**config.mk**
```make
export PLATFORM = sky130hd
export DESIGN_NAME = classify_ctrl
export DESIGN_NICKNAME = d
export VERILOG_FILES = /design/src/rtl/classify_ctrl.sv
export SDC_FILE = /design/constraint.sdc
export NUM_CORES = 1
export LEC_CHECK = 0
export CORE_ASPECT_RATIO = 0.7
export CORE_MARGIN = 5
export CORE_UTILIZATION = 44
export DETAILED_ROUTE_END_ITERATION = 10
export PLACE_DENSITY = 0.74
export SKIP_CTS_REPAIR_TIMING = 1
export SLEW_MARGIN = 20
export SYNTH_ARGS = -nofsm -noshare
export SYNTH_HDL_FRONTEND = slang
export SYNTH_SLANG_ARGS = --single-unit
```
**constraint.sdc**
```tcl
create_clock -name clk -period 1.8 [get_ports clk]
set_input_delay 0.45 -clock clk [delete_from_list [all_inputs] [get_ports clk]]
set_output_delay 0.45 -clock clk [all_outputs]
set_load 0.01 [all_outputs]
```
**src/rtl/classify_ctrl.sv**
```systemverilog
// Sequencer for the digit classifier: clears the pipeline, runs each dense layer
// in turn, runs the max-select stage, then holds the captured digit until it is accepted.
module classify_ctrl #(
    parameter int NUM_LAYERS = 2,
    parameter int WIDTH      = 8,
    parameter int TIMEOUT    = 1024
) (
    input  logic                  clk,
    input  logic                  reset,
    input  logic                  start,
    input  logic                  abort,
    output logic [NUM_LAYERS-1:0] layer_en,
    output logic                  layer_rst,
    input  logic [NUM_LAYERS-1:0] layer_done,
    output logic                  sel_en,
    output logic                  sel_rst,
    input  logic                  sel_done,
    input  logic [WIDTH-1:0]      sel_digit,
    output logic [WIDTH-1:0]      digit,
    output logic                  digit_valid,
    input  logic                  digit_ready,
    output logic                  busy,
    output logic                  error
);

    localparam int KW = (NUM_LAYERS > 1) ? $clog2(NUM_LAYERS) : 1;
    localparam int CW = $clog2(TIMEOUT);
    localparam logic [KW-1:0] LAST_K   = KW'(NUM_LAYERS - 1);
    localparam logic [CW-1:0] CNT_LAST = CW'(TIMEOUT - 1);

    typedef enum logic [2:0] {
        IDLE,
        CLEAR,
        RUN_LAYER,
        RUN_SEL,
        HOLD,
        ERROR
    } state_t;

    state_t        state;
    logic [KW-1:0] k;
    logic [CW-1:0] cnt;

    // Abort takes priority over every done, timeout and handshake condition.
    always_ff @(posedge clk or posedge reset) begin
        if (reset) begin
            state <= IDLE;
            k     <= '0;
            cnt   <= '0;
            digit <= '0;
        end else begin
            case (state)
                IDLE: begin
                    if (start && !abort) state <= CLEAR;
                end
                CLEAR: begin
                    k     <= '0;
                    cnt   <= '0;
                    state <= abort ? IDLE : RUN_LAYER;
                end
                RUN_LAYER: begin
                    if (abort) begin
                        state <= IDLE;
                    end else if (layer_done[k]) begin
                        cnt <= '0;
                        if (k == LAST_K) state <= RUN_SEL;
                        else             k     <= k + KW'(1);
                    end else if (cnt == CNT_LAST) begin
                        state <= ERROR;
                    end else begin
                        cnt <= cnt + CW'(1);
                    end
                end
                RUN_SEL: begin
                    if (abort) begin
                        state <= IDLE;
                    end else if (sel_done) begin
                        digit <= sel_digit;
                        state <= HOLD;
                    end else if (cnt == CNT_LAST) begin
                        state <= ERROR;
                    end else begin
                        cnt <= cnt + CW'(1);
                    end
                end
                HOLD: begin
                    if (abort || digit_ready) state <= IDLE;
                end
                ERROR: begin
                    if (abort) state <= IDLE;
                end
                default: state <= IDLE;
            endcase
        end
    end

    always_comb begin
        layer_en = '0;
        if (state == RUN_LAYER) layer_en[k] = 1'b1;
    end

    assign layer_rst   = (state == CLEAR);
    assign sel_rst     = (state == CLEAR);
    assign sel_en      = (state == RUN_SEL);
    assign digit_valid = (state == HOLD);
    assign busy        = (state != IDLE);
    assign error       = (state == ERROR);

endmodule

```
==> flow_metrics.tcl <==
set metrics [dict create \
    cp_data_required_time_ns 1.35 \
    fp.coreArea_mm2 0.00278 \
    cp_max_fo 4 \
    nNetsFinal 211 \
    fmax_mhz 525 \
    antenna_found_initial 0 \
    die-area_mm2 0.00409 \
    worst_slack_ns -0.106 \
    fin_crit_ns 1.91 \
    fin_crit_sh_pct 106 \
    cts_made_buffers 3 \
    async_reset_ff_share_pct 100 \
    syn-instance-count 131 \
    clk_pin_slew_ns 0.09 \
    clk_latency_ns 0.27 \
    combPwrFrac_pct 57.1 \
    p_int_mw 1.79 \
    htreeDepth 1 \
    whs_ns 0.503 \
    io_pins 32 \
    routed_wl_mm 4.03 \
    synth_edf_count 0 \
    routed-via-count 1348 \
    drt-vias-per-instance 5.89 \
    place.gp.congestion 0.925 \
    critPathKind "reg2out" \
    clock_skew_ns 0.00715 \
    startpoint_type "register" \
    fin_cells 229 \
    clockBufferDepth 2 \
    finalSetupTns_ns -0.543 \
    relSlewSlack_pct 66.7 \
    syn-num-nets 148 \
    arrival_ns 1.46 \
    setup_viol 11 \
    antenna_cells 0 \
    wl_per_cell_um 17.6 \
    dp.cells 219 \
    drtIter0Drc 135 \
    root_buffer "clkbuf_8" \
    nFillCells 187 \
    cts_tree "built" \
    violations "negative setup slack" \
    die_h_um 55.1 \
    rows 16 \
    clkPwrFrac_pct 16.7 \
    grt_pass1_vias 1263 \
    grt_overflow 0 \
    final_util_pct 71.5 \
    syn_area_mm2 0.00128 \
    rsz0062_at_grt "true" \
    synth.avg_cell_area_um2 9.74 \
    outcome "finished, violations left" \
    tightest_slew_ns 0.497 \
    end_kind "primary output" \
    peakVddDrop_mv 0.806 \
    dp_hpwl_mm 2.72 \
    grt_pass1_wl_mm 5.98 \
    synth-seq-cells 22 \
    die_x_um 74.4 \
    dpl_cell_area_mm2 0.00180 \
    seq_power_share_pct 26.3 \
    p_sw_mw 1.05 \
    first_pass_iters 5 \
    hp-class "in2async" \
    switching_share_pct 37.0 \
    cellPowerDensity_mw_per_mm2 1430 \
    grt_start_max_net_pins 23 \
    area_delta_synth_final_pct 55.9 \
    drv_cap 0 \
    yosysUniqueCellTypes 43 \
    drive_gt1_share_pct 40.9 \
    slew_violations 0 \
    ys_warn_count 0 \
    ys_seq_area_share_pct 43.1 \
    numClockSinks 22 \
    portBuffers 31 \
    p_leak_nw 0.864 \
    detail-route-antenna-nets 0 \
    start_util_pct 45.9 \
    final-hold-violation-count 0 \
    grt_usage_pct 19.4 \
    drc 0 \
    final_cell_area_mm2 0.00199 \
    yosys_most_used_dff "dfrtp_1" \
]
cells in the final DEF, fill, tap and decap left out, types with 2 or more instances in the layout:
master | synthesis | final
dfrtp_1 | 22 | 20
nor2_1 | 9 | 7
nand2_1 | 6 | 5
and4_1 | 2 | 2
nor3_2 | 2 | 2
o21ai_0 | 8 | 8
or3_1 | 2 | 2
nand4_1 | 3 | 3
nand3_1 | 6 | 6
nor3_4 | 0 | 2
inv_1 | 4 | 2
nor3_1 | 6 | 4
inv_2 | 0 | 2
a21oi_1 | 12 | 11
buf_2 | 0 | 6
buf_4 | 1 | 32
a31o_2 | 2 | 2
dfrtp_2 | 0 | 2
a211oi_1 | 3 | 3
clkdlybuf4s50_1 | 0 | 23
mux2_2 | 9 | 8
nor2_2 | 0 | 2
clkbuf_8 | 0 | 3
flip-flops by register name, indices dropped and copies added (netlist names):
register,count
digit,8
k,1
state,3
cnt,10
per-stage QoR:
stage | setup WS (ns) | power [mW]
finish | -0.106 | 2.84
global route | -0.131 | 3.00
CTS | -0.482 | 2.62
detailed placement | -0.342 | 2.15
global placement | -0.314 | 2.09
floorplan | 0.0629 | 1.42
worst paths after layout:
path	slack, ns	start	cells past startpoint	to
hold / removal	0.50	reset	3	cnt[1]
max in group asynchronous	1.06	reset	3	state[0]
hold reg to reg	0.51	digit[6]	1	digit[6]
setup reg to reg	-0.09	state[0]	5	cnt[3]
min in group clk	0.51	digit[6]	1	digit[6]
setup / recovery	-0.11	state[0]	5	layer_en[1]
kinds of logic (layout without fill, tap and decap cells):
logic type,count (synthesis),after routing,synth area share (%)
buf+inv,10,72,4.41
simple gates,47,47,21.1
flops,22,22,43.1
compound gates,41,41,21.7
mux,10,10,8.73
fa+ha+maj,1,1,0.980
worst max-delay path: stages (launching register included):
cell and delay (ns):
dfrtp_2 0.45, buf_4 0.15, buf_4 0.13, buf_4 0.13, nor3b_2 0.16, buf_2 0.16
power by group through the flow:
stage	registers (mW)	logic [mW]	clock network [mW]
global route	0.768	1.73	0.499
global placement	0.737	1.35	0
detailed placement	0.746	1.40	0
CTS	0.740	1.41	0.478
finish	0.745	1.62	0.473
floorplan	0.784	0.637	0
Yosys cell counts (all sizes together) (2+ instances only):
cell	count	area share, %
clkbuf	3	0.88
mux2	9	7.9
or3	2	0.98
nor2	9	2.6
a21oi	12	4.7
inv	4	1.2
nand2b	2	0.98
o31ai	2	1.2
buf	3	2.4
a211oi	4	2.7
nor3	8	3.9
nand3	6	2.4
and4	2	1.4
a2111oi	2	1.4
nand2	6	1.8
dfrtp	22	43
o21ai	8	3.1
or4	2	1.2
nand4	3	1.5
a31o	2	1.4
per-layer routing:
layer / global-route usage, % / vias to the layer above / wire [µm]
met1: 26.6 / 638 / 1740
met4: 4.44 / 0 / 53
li1: - / 621 / -
met5: 0 / - / 0
met2: 29.6 / 79 / 1850
met3: 6.86 / 10 / 392
layout make-up:
class                      instances  area, µm²  share of cell area [%]
clock inverter                     1       30.0                    1.51
clock buffer                       3       41.3                    2.08
timing repair buffer              64        529                    26.6
multi-input combinational         99        776                    39.0
sequential                        22        553                    27.8
tap                               36       45.0                    2.26
inverter                           4       15.0                   0.755
(Power assumes the default switching activity.)
==> edit 1: new RTL, same flow settings <==
The parameter `TIMEOUT` goes from 1024 to 4096.
--- a/src/rtl/classify_ctrl.sv
+++ b/src/rtl/classify_ctrl.sv
@@ -3,7 +3,7 @@
 module classify_ctrl #(
     parameter int NUM_LAYERS = 2,
     parameter int WIDTH      = 8,
-    parameter int TIMEOUT    = 1024
+    parameter int TIMEOUT    = 4096
 ) (
     input  logic                  clk,
     input  logic                  reset,
Function: no difference found for any inputs over 10 cycles, from zero or initial values and one cycle with reset high; that may be too few to reach the edited logic, so the function may still have changed.
==> edit 1 against the unedited design <==
  * Wire length is 15% lower
  * Synthesized cell count is 11% higher
  * Setup slack better by 140 ps
  * Design area is 1.7% lower
  * Via count is 3.8% lower
  * Synthesized area is 5.7% higher
  * Sequential cell count is 2 higher
  * Highest routed layer unchanged
Power is not compared: it rests on default switching activity, and its combinational part moved more than twofold at a synthesized area within 25%.
==> edit 1: results <==
export IMPL_crit_end="layer_en[0]"
export IMPL_dp_hpwl_microns=2530
export IMPL_synthTopCellsByArea="dfrtp_1 (45%), mux2_2 (6.7%), nor2_1 (5.8%)"
export IMPL_hp_class="reg2reg"
export IMPL_port_buffers=31
export IMPL_dp_cells=229
export IMPL_wire_per_inst_microns=14.58
export IMPL_grt_pass1_wl_microns=5809
export IMPL_drtIter0Drc=103
export IMPL_place_congestion=0.9135
export IMPL_r2r_setup_slack_ps=50
export IMPL_finClkSkew_ps=6.594
export IMPL_synth_nets=163
export IMPL_hold_ws_ps=517.7
export IMPL_dr_pass1_iters=4
export IMPL_yosys_area_share_adder_pct=0.9276
export IMPL_slew_headroom_pct=73.00
export IMPL_synth_yosys_seq_area_share_pct=44.53
export IMPL_ff_latch_area_sq_um=604.3
export IMPL_dp_slack_ps=-287.1
export IMPL_totalWireLength_microns=3427
export IMPL_rr_startpoint="state[1]$_DFFE_PP0P_"
export IMPL_synth_compound_area_share_pct=16.79
export IMPL_grt_pass1_vias=1281
export IMPL_path_delay_family="flip-flops"
export IMPL_synthCells=146
export IMPL_startpoint="state[2]$_DFFE_PP0P_"
export IMPL_vias_per_cell=5.519
export IMPL_reg_top3="cnt (12), digit (8), state (3)"
export IMPL_worstPathArrival_ps=1310
export IMPL_crit_fanout=5
export IMPL_muxShareOfSynthArea_pct=8.163
export IMPL_status="complete, no violations"
export IMPL_yosys_top_cells_count="dfrtp_1 (24), nor2_1 (21), nand2_1 (11)"
export IMPL_fill_cells=218
export IMPL_track_usage_pct=16.54
export IMPL_fin_crit_ps=1762
export IMPL_drive_gt1_share_pct=27.64
export IMPL_synth_xor_xnor_area_share_pct=1.948
export IMPL_route_detailed_drc=0
export IMPL_peakVddDrop_mv=0.5121
export IMPL_ys_types=38
export IMPL_nNetsFinal=217
export IMPL_min_from="digit[0]$_DFFE_PP0P_"
export IMPL_place_area_sq_um=1838
export IMPL_root_buffer="clkbuf_8"
-- edit 1: changes by cell type after synthesis, moves of 3 or more --
| cell | unedited run | this run |
|---|---|---|
| nor2_1 | 9 | 21 |
| nand2_1 | 6 | 11 |
| a211oi_1 | 3 | 0 |
| a22o_1 | 0 | 3 |
| and3_1 | 0 | 3 |
| nand3_1 | 6 | 3 |
| xnor2_1 | 0 | 3 |
-- edit 1: power breakdown --
group | internal (uW) | total (uW) | switching (uW)
Clock | 196 | 373 | 178
Combinational | 335 | 583 | 249
Sequential | 622 | 702 | 80.3
-- edit 1: layer usage --
metal	routed length [microns]	share of wire (%)	vias up	global-route usage [%]
li1	-	-	636	-
met1	1533	45	612	20.30
met2	1621	47	40	27.32
met3	179	5.2	9	4.153
met4	93	2.7	0	7.731
met5	0	0	-	0
-- edit 1: final cells by class --
cell class	count	area share, %
repair buffers	56	25.91
well taps	36	2.303
clock buffers	4	2.815
flip-flops and latches	24	30.90
inverters	5	0.9597
multi-input cells	110	37.11
==> edit 2: new RTL, same flow settings <==
Without the edit above. Make the reset (`reset`) synchronous in one clocked block.
--- a/src/rtl/classify_ctrl.sv
+++ b/src/rtl/classify_ctrl.sv
@@ -42,7 +42,7 @@
     logic [CW-1:0] cnt;
 
     // Abort takes priority over every done, timeout and handshake condition.
-    always_ff @(posedge clk or posedge reset) begin
+    always_ff @(posedge clk) begin
         if (reset) begin
             state <= IDLE;
             k     <= '0;
Formal check against the unedited RTL: differs if reset is asserted again (counterexample within 4 cycles, from zero or initial values and one cycle with reset high); with reset held inactive, the same outputs for 10 cycles.
==> edit 2 against the unedited design <==
  * Critical path depth rose by 1
  * Sequential cell count did not move
  * Global-route usage is 2.0 points lower
  * Critical path type is now in2reg
  * Sequential share of layout area decreased by 3.2 points
  * Synthesized area decreased by 6.2%
  * Setup slack improved by 150 ps
  * Design area fell by 8.8%
  * Wire length is 18% lower
  * Non-clock buffer count decreased by 9
Power is not compared: it rests on default switching activity, and its combinational part moved more than twofold at a synthesized area within 25%.
==> edit 2: results <==
export IMPL_yosys_top_cells_count="dfxtp_1 (22), nor2_1 (21), mux2i_1 (11)"
export IMPL_drive_gt1_share_pct=22.75
export IMPL_setup_violations=0
export IMPL_vias=1159
export IMPL_rr_startpoint="k$_SDFFE_PP0P_"
export IMPL_slew_headroom_pct=71.77
export IMPL_place_congestion=0.8591
export IMPL_drtIter0Drc=59
export IMPL_status="complete, no violations"
export IMPL_synthTopCellsByArea="dfxtp_1 (37%), mux2i_1 (9.2%), nor2_1 (6.6%)"
export IMPL_finClkSkew_ps=3.865
export IMPL_worstPathArrival_ps=1950
export IMPL_synth_nets=155
export IMPL_wire_per_inst_microns=14.88
export IMPL_path_delay_family="compound AO/OA/AOI/OAI gates"
export IMPL_synthArstFlopShare_pct=0
export IMPL_dp_hpwl_microns=2568
export IMPL_grt_start_max_net_pins=13
export IMPL_totalWireLength_microns=3318
export IMPL_synthCells=138
export IMPL_startpoint="sel_done"
export IMPL_hp_class="reg2reg"
export IMPL_nNetsFinal=207
export IMPL_synth_yosys_seq_area_share_pct=36.78
export IMPL_grt_pass1_vias=1099
==> edit 2: cells by family (layout without fill, tap and decap cells) <==
family	Yosys count	in the layout	share of synthesized area [%]
compound gates	25	25	14.11
xor+xnor	4	4	2.926
fa+ha+maj	1	1	1.045
buf+inv	15	66	5.956
flops	22	22	36.78
mux	14	14	12.54
simple gates	57	57	26.65
==> edit 2: path summary, 6_finish.rpt <==
check	slack [ps]	cells past startpoint	endpoint
setup / recovery	50	6	state[0]$_SDFFE_PP0P_
hold / removal	500	1	cnt[8]$_SDFFE_PP0P_
setup reg to reg	110	5	cnt[8]$_SDFFE_PP0P_
hold reg to reg	500	1	cnt[8]$_SDFFE_PP0P_
==> edit 2: area by class of cell <==
class                      count  area [sq um]
tap                           34         42.54
clock buffer                   4         55.05
sequential                    22         446.7
multi-input combinational    101         710.7
fill                         190         719.4
inverter                       7         26.28
timing repair buffer          55         533.0
==> edit 2: per-stage QoR <==
stage | area [sq um] | utilization, % | hold slack, ps | worst slack [ps] | power (uW)
finish | 1814 | 71.60 | 496.4 | 46.49 | 967.6
global route | 1814 | 71.60 | 523.6 | -14.45 | 1018
CTS | 1765 | 69.68 | 499.9 | -376.3 | 982.3
detailed placement | 1710 | 67.51 | 486.0 | -213.1 | 627.4
global placement | 1710 | 67.51 | 473.8 | -188.8 | 623.4
floorplan | 1197 | - | 460.5 | 190.6 | 553.3
==> edit 2: where the power goes <==
part	internal [uW]	switching, uW
registers	489	4.98
logic	72.3	52.2
clock network	195	155
==> edit 2: per-layer routing <==
layer	vias up	part of all wire, %	wire length (microns)	GRT usage [%]
met5	-	0	0	0
met4	0	0.45	15	3.438
met3	4	6.7	221	5.037
met2	39	46	1542	26.74
met1	524	46	1539	24.35
li1	592	-	-	-
